==> src/rtl/res_pkg.sv <==
// ----------------------------------------------------------------------------
// res_pkg
// Shared definitions for the reservoir state-update datapath: sequencer FSM
// state encoding and default geometry of the ROM, PE array and feedback path.
// ----------------------------------------------------------------------------
package res_pkg;

    // Default sequencer geometry
    localparam int RES_ADDR_W  = 6;   // input-ROM address width
    localparam int RES_ROM_LAT = 2;   // cycles from rom_addr change to valid data
    localparam int RES_PE_LAT  = 4;   // PE pipeline depth (cycles of pe_ce)
    localparam int RES_CNT_W   = 3;   // wait counter width, holds max latency - 1

    // Datapath geometry shared with the PE array and feedback registers
    localparam int RES_DATA_W  = 16;  // PE data width
    localparam int RES_NODES   = 8;   // reservoir node count

    // Sequencer states, one per phase of the per-sample schedule
    typedef enum logic [2:0] {
        ST_IDLE,
        ST_CLEAR,
        ST_FETCH,
        ST_COMPUTE,
        ST_CAPTURE,
        ST_OUTPUT,
        ST_FINISH
    } res_seq_state_t;

endpackage : res_pkg

==> src/rtl/res_wait_ctr.sv <==
// ----------------------------------------------------------------------------
// res_wait_ctr
// Loadable down-counter with a terminal-count flag. Loading N makes tc rise
// after N further cycles, so a phase that must last L cycles loads L-1 on entry
// and leaves on the cycle tc is high. The counter parks at zero.
//
// Ports
//   clk       in   clock, rising edge
//   rst       in   synchronous reset, active-high
//   load      in   load load_val on the next edge (has priority over counting)
//   load_val  in   value to load
//   tc        out  counter is zero (terminal count)
// ----------------------------------------------------------------------------
module res_wait_ctr #(
    parameter int CNT_W = 3
) (
    input  logic             clk,
    input  logic             rst,
    input  logic             load,
    input  logic [CNT_W-1:0] load_val,
    output logic             tc
);

    logic [CNT_W-1:0] cnt;

    // NOTE: sequential state is written with non-blocking assignments so every
    // flop updates from pre-edge values regardless of statement order.
    always_ff @(posedge clk) begin
        if (rst) begin
            cnt <= '0;
        end else if (load) begin
            cnt <= load_val;
        end else if (cnt != '0) begin
            cnt <= cnt - 1'b1;
        end
    end

    assign tc = (cnt == '0);

endmodule : res_wait_ctr

==> src/rtl/res_seq_ctrl.sv <==
// ----------------------------------------------------------------------------
// res_seq_ctrl
// Per-sample sequencer for the reservoir state update:
//   CLEAR (once per run) -> FETCH (ROM_LAT) -> COMPUTE (PE_LAT) -> CAPTURE
//   -> OUTPUT (valid/ready) -> next FETCH, or FINISH -> IDLE.
// Runs are single-pass or looping over addresses 0..last_addr.
//
// Ports
//   clk        in   clock, rising edge
//   rst        in   synchronous reset, active-high; aborts a run without done
//   start      in   start request, honoured only in IDLE
//   stop       in   stop request, sticky until the run ends
//   loop       in   sampled at start: wrap to 0 after last_addr
//   last_addr  in   final sample address of a pass, sampled at start
//   rom_addr   out  input-ROM address of the sample in flight
//   pe_ce      out  PE clock enable, high for PE_LAT cycles per sample
//   fb_clr     out  one-cycle clear of feedback state at run start
//   fb_load    out  one-cycle load of PE results into feedback/output regs
//   out_valid  out  new state available
//   out_ready  in   downstream accepts state
//   out_addr   out  sample address of the presented state
//   busy       out  high in every state except IDLE
//   done       out  one-cycle pulse when a run ends normally
// ----------------------------------------------------------------------------
module res_seq_ctrl
    import res_pkg::*;
#(
    parameter int ADDR_W  = RES_ADDR_W,
    parameter int ROM_LAT = RES_ROM_LAT,
    parameter int PE_LAT  = RES_PE_LAT,
    parameter int CNT_W   = RES_CNT_W
) (
    input  logic              clk,
    input  logic              rst,
    input  logic              start,
    input  logic              stop,
    input  logic              loop,
    input  logic [ADDR_W-1:0] last_addr,
    output logic [ADDR_W-1:0] rom_addr,
    output logic              pe_ce,
    output logic              fb_clr,
    output logic              fb_load,
    output logic              out_valid,
    input  logic              out_ready,
    output logic [ADDR_W-1:0] out_addr,
    output logic              busy,
    output logic              done
);

    res_seq_state_t    state;
    logic [ADDR_W-1:0] addr;
    logic [ADDR_W-1:0] last_q;
    logic              loop_q;
    logic              stop_req;

    logic              ctr_load;
    logic [CNT_W-1:0]  ctr_load_val;
    logic              ctr_tc;

    logic              xfer;
    logic              run_end;

    assign xfer    = (state == ST_OUTPUT) && out_ready;
    assign run_end = stop_req || stop || ((addr == last_q) && !loop_q);

    // The counter is loaded on entry to each timed phase: ROM wait when FETCH
    // is entered (from CLEAR or after a transfer), PE wait when COMPUTE is
    // entered. A load on a final transfer is harmless; FINISH ignores it.
    assign ctr_load     = (state == ST_CLEAR) || xfer || ((state == ST_FETCH) && ctr_tc);
    assign ctr_load_val = (state == ST_FETCH) ? CNT_W'(PE_LAT - 1) : CNT_W'(ROM_LAT - 1);

    res_wait_ctr #(
        .CNT_W (CNT_W)
    ) u_wait_ctr (
        .clk      (clk),
        .rst      (rst),
        .load     (ctr_load),
        .load_val (ctr_load_val),
        .tc       (ctr_tc)
    );

    // The address register is the ROM address: it changes only on start or a
    // transfer, so it is stable from FETCH through OUTPUT and holds in IDLE.
    assign rom_addr = addr;

    // Outputs are registered and set on the edge that enters their state, so
    // each one is high exactly while the FSM is in the corresponding state.
    always_ff @(posedge clk) begin
        if (rst) begin
            state     <= ST_IDLE;
            addr      <= '0;
            last_q    <= '0;
            loop_q    <= 1'b0;
            stop_req  <= 1'b0;
            pe_ce     <= 1'b0;
            fb_clr    <= 1'b0;
            fb_load   <= 1'b0;
            out_valid <= 1'b0;
            out_addr  <= '0;
            busy      <= 1'b0;
            done      <= 1'b0;
        end else begin
            // Single-cycle pulses default low; the entering transition raises them.
            fb_clr  <= 1'b0;
            fb_load <= 1'b0;
            done    <= 1'b0;

            // Stop is remembered in any busy state; FINISH below overrides it.
            if (stop && (state != ST_IDLE)) begin
                stop_req <= 1'b1;
            end

            case (state)
                ST_IDLE: begin
                    if (start) begin
                        loop_q   <= loop;
                        last_q   <= last_addr;
                        addr     <= '0;
                        stop_req <= 1'b0;
                        fb_clr   <= 1'b1;
                        busy     <= 1'b1;
                        state    <= ST_CLEAR;
                    end
                end

                ST_CLEAR: begin
                    state <= ST_FETCH;
                end

                ST_FETCH: begin
                    if (ctr_tc) begin
                        pe_ce <= 1'b1;
                        state <= ST_COMPUTE;
                    end
                end

                ST_COMPUTE: begin
                    if (ctr_tc) begin
                        pe_ce   <= 1'b0;
                        fb_load <= 1'b1;
                        state   <= ST_CAPTURE;
                    end
                end

                ST_CAPTURE: begin
                    out_valid <= 1'b1;
                    out_addr  <= addr;
                    state     <= ST_OUTPUT;
                end

                ST_OUTPUT: begin
                    if (out_ready) begin
                        out_valid <= 1'b0;
                        if (run_end) begin
                            done  <= 1'b1;
                            state <= ST_FINISH;
                        end else begin
                            // Looping restarts at 0 with feedback state kept.
                            addr  <= (addr == last_q) ? '0 : addr + 1'b1;
                            state <= ST_FETCH;
                        end
                    end
                end

                ST_FINISH: begin
                    stop_req <= 1'b0;
                    busy     <= 1'b0;
                    state    <= ST_IDLE;
                end

                default: begin
                    state <= ST_IDLE;
                end
            endcase
        end
    end

endmodule : res_seq_ctrl

==> config.mk <==
export PLATFORM = sky130hd
export DESIGN_NAME = res_seq_ctrl
export DESIGN_NICKNAME = d
export VERILOG_FILES = /design/src/rtl/res_pkg.sv /design/src/rtl/res_wait_ctr.sv /design/src/rtl/res_seq_ctrl.sv
export SDC_FILE = /design/constraint.sdc
export NUM_CORES = 1
export LEC_CHECK = 0
export BUFFER_PORTS_ARGS = -buffer_cell sky130_fd_sc_hd__buf_2
export CAP_MARGIN = 20
export CORE_AREA = 2 2 57 59
export DETAILED_ROUTE_END_ITERATION = 10
export DIE_AREA = 0 0 59 61
export PLACE_DENSITY = 0.8
export SLEW_MARGIN = 15
export SYNTH_ARGS = -nofsm -noshare
export SYNTH_HDL_FRONTEND = slang
export SYNTH_SLANG_ARGS = --single-unit
==> constraint.sdc <==
create_clock -name clk -period 1.8 [get_ports clk]
set_input_delay 0.27 -clock clk [delete_from_list [all_inputs] [get_ports clk]]
set_output_delay 0.27 -clock clk [all_outputs]
set_load 0.01 [all_outputs]
; ---- Word level (Yosys, flattened, before mapping)
; Cells that the tools add are included.
[word_totals]
mem_count = 0
reg_bits = 32
latch_bits = 0
mem_bits_rw = 0
output_inout_bits = 18
mem_bits_ro = 0
[op_classes]
shifts = 0
n_eq_ne = 12
addsub = 2
n_reduce_logical = 27
n_bitwise = 4
div_mod_pow = 0
mux = 27
order_cmp = 0
mul = 0
[op_table]
columns = op, count
row1 = 6-bit two-way mux, 4
row2 = 3-bit two-way mux, 7
row3 = 3-bit case mux with 6 select lines, 1
row4 = 6-bit case mux with 2 select lines, 1
row5 = "2-bit != test, second input constant", 5
row6 = 2-bit nonzero test, 5
row7 = "3-bit equality test, second input constant", 3
row8 = 1-bit two-way mux, 9
row9 = 1-bit case mux with 2 select lines, 4
row10 = 4-bit AND reduction, 2
row11 = "6-bit by 1-bit adder with 6-bit output, second input constant", 1
row12 = "3-bit by 2-bit equality test with 1-bit output, second input constant", 2
row13 = 6-bit equality test, 1
row14 = 3-bit zero test, 2
row15 = 2-bit AND reduction, 3
row16 = 3-bit nonzero test, 2
row17 = 1-bit logical AND, 4
row18 = 1-bit logical OR, 4
row19 = 1-bit NOT, 4
row20 = 2-bit OR reduction, 2
row21 = "3-bit by 1-bit equality test with 1-bit output, second input constant", 1
row22 = 3-bit AND reduction, 1
row23 = 3-bit OR reduction, 1
row24 = "3-bit by 1-bit subtractor with 3-bit output, second input constant", 1
row25 = 2 further kinds, 2

; ---- Longest topological paths before layout
; Gate-level depths: netlist (run 1).
[logic_depth]
word_depth = 6
depth_mapped = 7

; ---- Hierarchy
; From an unflattened synthesis (run 1), not the netlist that was laid out.
[hier_totals]
hier_cells = 185
hier_area_um2 = 1537.7
[modules_own_cells]
columns = module, cells_each, area_each_um2, n_inst, seq_area_each_um2
row1 = res_seq_ctrl, 163, 1331.3, 1, 580.6
row2 = res_wait_ctr, 22, 206.4, 1, 60.1

; ---- Least setup slack after synthesis (run 1)
; No wires, ideal clock.
[synth_timing]
path_kind = register to register
from = reg addr[2] (netlist: rom_addr[2])
to = reg addr[5] (netlist: rom_addr[5])
path_slack_ps = 158
arrival_ps = 1571
path_stages_with_launch = 6
t_required_ps = 1730
period_less_slack_ps = 1642
path_cell_list = dfxtp_1 xnor2_1 nand4_1 o31ai_1 a22oi_1 a21oi_1
[synth_between]
elab_chain_len = 5
word_cells_on_any_way = 10
[synth_lines]
columns = item, line_no
row1 = "start, declared", res_seq_ctrl.sv:51  ; logic [ADDR_W-1:0] addr;
row2 = "start signal, assigned", res_seq_ctrl.sv:159  ; addr <= (addr == last_q) ? '0 : addr + 1'b1;
row3 = 6-bit by 1-bit adder with 6-bit output or 6-bit equality test (tied branches), "res_seq_ctrl.sv:159, res_seq_ctrl.sv:64"
row4 = 6-bit two-way mux or 1-bit logical AND (tied branches), "res_seq_ctrl.sv:159, res_seq_ctrl.sv:64"
row5 = 6-bit two-way mux or 1-bit logical OR (tied branches), "res_seq_ctrl.sv:154, res_seq_ctrl.sv:64"
row6 = 6-bit two-way mux or 2-bit != test (tied branches), n/a
row7 = 6-bit case mux with 2 select lines or 4-bit AND reduction (tied branches), n/a
; Parallel ways exist; a longest one is shown, timed or not. The select of a mux whose other input is x is not followed.
; A chain may end at the register's enable or synchronous reset.

; ---- Final worst setup path (run 1)
[layout_timing]
from = reg addr[5] (netlist: rom_addr[5])
to = reg addr[5] (netlist: rom_addr[5])
; The elaborated chain is that of the path after synthesis.

==> impl_summary.md, run 1 <==
Setup path
The critical path is of the register to register type. The required time of the critical path is 2050 ps. STA classifies the critical path endpoint as a register. The arrival time of data at the critical path endpoint is 1870 ps. The largest fanout of any net on the critical path is 6. The worst setup path is launched from a register.

CTS
The post-CTS repair timing setup buffer count is 0. The CTS tree is built. The clock insertion delay at the later pin of the skew report is 330 ps.

The total clock buffers created by CTS is 5. After clock tree synthesis, the clock-pin slew on the worst setup and hold paths is 110 ps. The master cell of the clock root buffer is sky130_fd_sc_hd__clkbuf_4. The maximum clock path buffer count is 2.

The hold buffer count at cts is 0. The clock drives 32 sinks. The count of H-tree levels built during CTS is 2.

Die
The area enclosed by the die boundary is 3600 sq um. After floorplanning, the core was divided into 20 placement rows. The height of the chip is 61 um. For this configuration, the core starts out at a cell density of 0.506. The I/O pin total is 30. The total area inside the core boundary comes to 2950 sq um. The die outline width is 59 um.

Pwr
The static leakage is 0.774 nW. The overall power of the completed layout is 2.01 mW. The switching portion of total power is 0.322. The internal power consumption is 1.36 mW. Of the total power, the clock network draws 0.266. The power density over the cells is 1090 nW/um^2. The share of total power dissipated in sequential elements is 0.420. The largest voltage drop on the vdd net is 0.000594 V. The switching power is 0.648 mW. The logic gate share of total power is 0.314.

Cells and area
The layout has 269 filler cells. In the layout the commonest cells are sky130_fd_sc_hd__dfxtp_1, sky130_fd_sc_hd__nand2_1, sky130_fd_sc_hd__buf_2. 0 antenna diodes ended up in the layout. The most common library cell in the layout ignoring fill and taps is sky130_fd_sc_hd__dfxtp_1.

At the end of the flow, the number of nets in the layout was 238. The ratio of cells with drive above 1 in the final layout is 0.277. The signed area change from the synthesized netlist to the final layout is 23.8%.

Synth
The xor-xnor portion of the synthesized cell area is 0.0410. The part of the Yosys area used for sequential elements is 0.428. The multiplexer area fraction after synthesis is 0.00753. Summing every instance area after synthesis gives 1500 sq um. Of all cell types, the one taking the most synthesized area is sky130_fd_sc_hd__dfxtp_1. The most used flip-flop cell after synthesis is sky130_fd_sc_hd__dfxtp_1. The synthesis-stage register bit count is 32.

The synthesized-area fraction occupied by ao, oa, aoi and oai cells came to 0.218. Yosys printed 0 warnings. The post-synthesis cell count is 180. Yosys mapped the design onto 41 distinct sky130hd cell types. The synthesized area divided by synthesized cell count is 8.31 sq um.

The share of synthesized cell area in full adder, half adder and majority cells is 0.0251. Of the total synthesized cell area, the portion taken by AND, OR, NAND and NOR gates is 0.238. After synthesis, the largest family of logic cells by area is simple AND/OR/NAND/NOR gates. For this run, asynchronously set or reset flops after synthesis account for 0. Sorting the synthesized cells by area gives the leading types as sky130_fd_sc_hd__dfxtp_1, sky130_fd_sc_hd__a21oi_1, sky130_fd_sc_hd__nand2_1, sky130_fd_sc_hd__o21ai_0, sky130_fd_sc_hd__xnor2_1. The area share of the leading cell type in the synthesized netlist is 0.428.

The post-synth net total is 195. The number of enable-type register cells in the synthesized netlist is 0.

Min path
In this run the worst hold path is classified as primary input to register.

Timing
Setup repair after global routing left no endpoint under its margin. The setup skew after layout is 9.92 ps. The clock period could shrink to 1620 ps.

Based on the critical path, the design can be clocked at up to 618 MHz. Headroom to the max-slew limit came out at 0.670. The slew at the pin closest to its max-slew limit is 492 ps.

The number of pins exceeding their max-slew limit in the final report is 0. Setup violations remaining at the end of the flow were counted as 0. The final hold violation count is 0. Dividing the final minimum period by the clock period gives 0.899. The sum of negative setup slack is 0 ps.

Global route
The maximum number of pins on one net before global-route repair is 25. The number of antenna violations at the first check in global routing is 0. The number of global-route vias before repair came to 1248. The aggregate global routing overflow is 0. The global-route usage over all layers is 0.203. The first global-routing pass estimated 5.46 mm of wire.

Placement
The count of input and output buffers is 29. Detailed placement ended at an HPWL of 2.45 mm. At the end of routability-driven placement, the weighted congestion stood at 0.900.

Drt
In the routed layout, each cell is associated on average with a via count of 5.51. The met3 wirelength from detailed routing is 178 um. The first-iteration detailed-routing DRC count is 36.

The number of iterations in the first detailed-routing pass is 4. The highest layer used for signal routing is met4. In the routed design, unresolved DRC markers number 0. The wire length the detailed router placed on met1 is 1.61 mm. The wire length per cell after detailed routing is 13.0 um. The post-route antenna net violation count is 0. After detailed routing, the met2 layer carries 1.50 mm of wire. The wire length reported by the detailed router is 3.34 mm. The routed layout has 1417 vias.

Run status
The flow ran to the end, and the final reports show no timing, DRC or antenna violations.

Job
Across the run, the number of max-cap violations was 0.
==> final timing paths <==
check	start	cells past startpoint	slack [ps]	to
worst max-delay path	rom_addr[5]	5	180	rom_addr[5]
worst min-delay path	last_addr[0]	3	160	last_q[0]
worst max register to register	rom_addr[5]	5	180	rom_addr[5]
worst min register to register	last_q[0]	2	480	last_q[0]
==> area by class of cell <==
cell class	instances	area, sq um	share of cell area
timing repair buffer	45	265	0.143
clock inverter	3	42.5	0.0230
clock buffer	5	37.5	0.0203
multi-input combinational	134	805	0.434
sequential	32	642	0.347
tap	33	41.3	0.0223
inverter	5	18.8	0.0101
==> state kept, by name, summed over array words and instances, names as in the netlist <==
signal / cells
fb_clr: 1
fb_load: 1
done: 1
state: 3
rom_addr: 6
loop_q: 1
last_q: 6
pe_ce: 1
out_addr: 6
stop_req: 1
busy: 1
u_wait_ctr.cnt: 3
out_valid: 1
==> Yosys cell counts (all sizes together), types with 2 or more instances <==
| cell type | n |
|---|---|
| nand3 | 9 |
| nand2 | 30 |
| o21ai | 13 |
| a31oi | 2 |
| ha | 3 |
| nand2b | 3 |
| a21oi | 23 |
| inv | 5 |
| nor3 | 4 |
| o31ai | 2 |
| xnor2 | 6 |
| buf | 4 |
| nor2 | 10 |
| clkbuf | 5 |
| dfxtp | 32 |
| and3 | 3 |
| o21bai | 2 |
| or3 | 3 |
==> stage by stage <==
step           cell area [sq um]  hold WS (ps)  instances  setup WS [ps]   util
3_3_place_gp                1760           461        249            135  0.596
4_1_cts                     1840           156        257           14.1  0.623
5_1_grt                     1850           149        257           50.3  0.627
6_report                    1850           164        257            181  0.627
3_5_place_dp                1760           465        249           60.8  0.596
2_1_floorplan               1500           360        180            158      -
==> worst max-delay path, stage by stage, from the launching register on <==
cell and delay, ps:
sky130_fd_sc_hd__dfxtp_1 430, sky130_fd_sc_hd__xnor2_1 140, sky130_fd_sc_hd__nand4_1 180, sky130_fd_sc_hd__o31ai_2 470
sky130_fd_sc_hd__a22oi_1 170, sky130_fd_sc_hd__a21oi_1 160
==> per-layer routing <==
| layer | GRT usage | vias to the layer above |
|---|---|---|
| met3 | 0.0576 | 5 |
| li1 | - | 715 |
| met1 | 0.273 | 655 |
| met5 | 0 | - |
| met2 | 0.306 | 42 |
| met4 | 0.0909 | 0 |
==> power groups by stage <==
stage / Clock, mW / Combinational [mW] / Sequential, mW
CTS: 0.545 / 0.625 / 0.846
floorplan: 0 / 0.447 / 0.855
finish: 0.534 / 0.632 / 0.845
detailed placement: 0 / 0.620 / 0.862
global placement: 0 / 0.611 / 0.861
global route: 0.576 / 0.703 / 0.855
==> what timing repair did <==
action | 4_1_cts | 5_1_grt
gates resized for setup | 0 | 4
hold endpoints to repair | 0 | 0
endpoints found under the setup margin | 0 | 7
==> logic make-up (layout without fill, tap and decap cells) <==
kind of cell | Yosys count | in the layout
adder cells (fa/ha/maj) | 3 | 3
multiplexers | 1 | 1
flip-flops | 32 | 32
buffers and inverters | 14 | 58
AO/OA/AOI/OAI | 52 | 52
XOR/XNOR | 7 | 7
AND/OR/NAND/NOR | 71 | 71
Power figures use the tool's default switching activity.
==> run 2: changes to the inputs <==
- RECOVER_POWER: default -> 25
==> impl_summary.md, run 2 (synthesis results as in run 1) <==
Min path
The tightest min-delay check is of the primary input to register type. The worst hold path begins at last_addr[0].

Drt
The post-route antenna net violation count came to 0 (unchanged). The wire length per cell after detailed routing is 12.9 um (-0.72%). The wire length reported by the detailed router is 3.31 mm (-0.72%). The via count was 1421 (+0.28%). The number of remaining DRC errors is 0 (unchanged). The per-cell via count in the routed design is 5.53 (+0.28%). The first-iteration detailed-routing DRC count is 36 (unchanged). The number of iterations in the first detailed-routing pass came to 4 (unchanged).

Die
The die outline width is 59 um (unchanged). The standard-cell row count is 20 (unchanged). The height of the chip is 61 um (unchanged).

The I/O pin total is 30 (unchanged). The area enclosed by the die boundary is 3600 sq um (unchanged). The area of the core was 2950 sq um (unchanged). The initial cell density of the core is 0.506 (unchanged).

Global route
The wire length of the first global-routing pass was 5.46 mm (unchanged). The number of global-route vias before repair was 1248 (unchanged). The number of antenna violations at the first check in global routing is 0 (unchanged).

The global-route usage over all layers came to 0.203 (unchanged). The maximum number of pins on one net before global-route repair is 25 (unchanged). The aggregate global routing overflow is 0 (unchanged).

Placement
The half-perimeter wire length of the detailed placement result is 2.45 mm (unchanged). The final weighted congestion of routability-driven global placement is 0.900 (unchanged). The count of input and output buffers is 29 (unchanged). The worst slack at placement is 60.8 ps (unchanged).

Setup path
The arrival time of data at the critical path endpoint is 1820 ps (-50 ps). The required time of the critical path came to 2020 ps (-30 ps). STA classifies the critical path startpoint as a register. The minimum setup slack among reg-to-reg paths came to 200 ps (+20 ps). The worst setup path category is register to register. In this run the critical register-to-register path is captured at done. The number of cell instances on the worst register-to-register path is 4 (-1). The worst register-to-register path begins at rom_addr[5].

In this run the worst setup path terminates at done. The endpoint type of the worst setup path is a register. The largest fanout of any net on the critical path is 6 (unchanged). The most critical setup path has its startpoint at rom_addr[5].

Cells and area
The fill cell total of the finished layout is 275 (+2.2%). The antenna diode instance count is 0 (unchanged). Leaving out fill and tap cells, the most frequent cell in the layout is sky130_fd_sc_hd__dfxtp_1. The signed area change from the synthesized netlist to the final layout is 22.8%. The ratio of cells with drive above 1 in the final layout is 0.223 (-0.0536).

The net count reported at finish is 238 (unchanged). The library cells used most frequently in the layout, excluding fill and tap cells, are sky130_fd_sc_hd__dfxtp_1, sky130_fd_sc_hd__nand2_1, sky130_fd_sc_hd__a21oi_1.

Run status
The flow ran to the end, and the final reports show no timing, DRC or antenna violations.

Timing
The part of the cycle the worst path needs is 0.888 (-0.0114). The number of pins exceeding their max-slew limit in the final report was 0 (unchanged). The worst setup slack after layout is 202 ps (+20.5 ps). The setup skew after layout is 10.1 ps (+0.150 ps).

The final critical-path required period is 1600 ps (-20.5 ps). The final hold violation count was 0 (unchanged). The maximum clock frequency is 626 MHz (+1.3%). Setup repair after global routing left no endpoint under its margin.

The count of final setup violators came to 0 (unchanged). The worst hold-check slack came to 164 ps (-0.541 ps). The sum of negative setup slack is 0 ps (unchanged). The slew at the pin closest to its max-slew limit is 489 ps (-3.34 ps). The headroom to the max-slew limit is 0.672 (+0.00224).

CTS
The post-CTS repair timing setup buffer count came to 0 (unchanged). The hold buffer count at cts came to 0 (unchanged). The clock insertion delay at the later pin of the skew report is 330 ps (about the same).

The clock-pin slew on the worst setup and hold paths is 110 ps (about the same). The root buffer cell chosen for the clock tree is sky130_fd_sc_hd__clkbuf_4. TritonCTS built the clock tree.

The maximum clock path buffer count was 2 (unchanged). The count of H-tree levels built during CTS is 2 (unchanged). The number of gates given a new drive strength after cts is 0 (unchanged).

The total clock buffers created by CTS is 5 (unchanged). The TritonCTS sink count is 32 (unchanged).

Job
The max-capacitance violation count is 0 (unchanged).

Pwr
The static leakage came to 0.723 nW (-6.6%). The largest voltage drop on the vdd net is 0.000571 V (-3.9%). The power density over the cells is 1090 nW/um^2 (+0.61%).
run 2: worst min path at each step:
| stage | end | slack [ps] | cells past startpoint |
|---|---|---|---|
| after floorplan | done | 360 | 1 |
| after detailed placement | last_q[0] | 460 | 2 |
| final | last_q[0] | 160 | 3 |
| after global placement | last_q[0] | 460 | 2 |
| after CTS | loop_q | 160 | 3 |
| after global routing | loop_q | 150 | 3 |
run 2: power by group:
| part | switching, mW | total (mW) | internal (mW) | leakage, nW |
|---|---|---|---|---|
| Clock | 0.244 | 0.534 | 0.289 | 0.0412 |
| Combinational | 0.347 | 0.628 | 0.281 | 0.421 |
| Sequential | 0.0565 | 0.845 | 0.789 | 0.261 |
run 2: critical path, stage by stage (launching register included):
cell and delay, ps:
sky130_fd_sc_hd__dfxtp_1 430, sky130_fd_sc_hd__xnor2_1 140, sky130_fd_sc_hd__nand4_1 180, sky130_fd_sc_hd__or3_1 380, sky130_fd_sc_hd__a2111oi_2 370
run 2: stage by stage:
step	power (mW)	cells	cell area (sq um)	util
floorplan	1.30	180	1500	-
global placement	1.47	249	1760	0.596
detailed placement	1.48	249	1760	0.596
CTS	2.02	257	1840	0.623
global route	2.13	257	1840	0.622
finish	2.01	257	1840	0.622
run 2: area by class of cell:
cell class              instances  area (sq um)  area share
multi-input cells             134           805       0.438
flip-flops and latches         32           642       0.349
repair buffers                 45           250       0.136
clock inverters                 3          42.5      0.0232
well taps                      33          41.3      0.0225
clock buffers                   5          37.5      0.0204
inverters                       5          18.8      0.0102
run 2: routing by layer:
metal,vias up,global-route usage,wire (um)
met2,36,0.306,1530
met1,663,0.273,1590
met4,0,0.0909,47
li1,717,-,-
met5,-,0,0
met3,5,0.0576,151
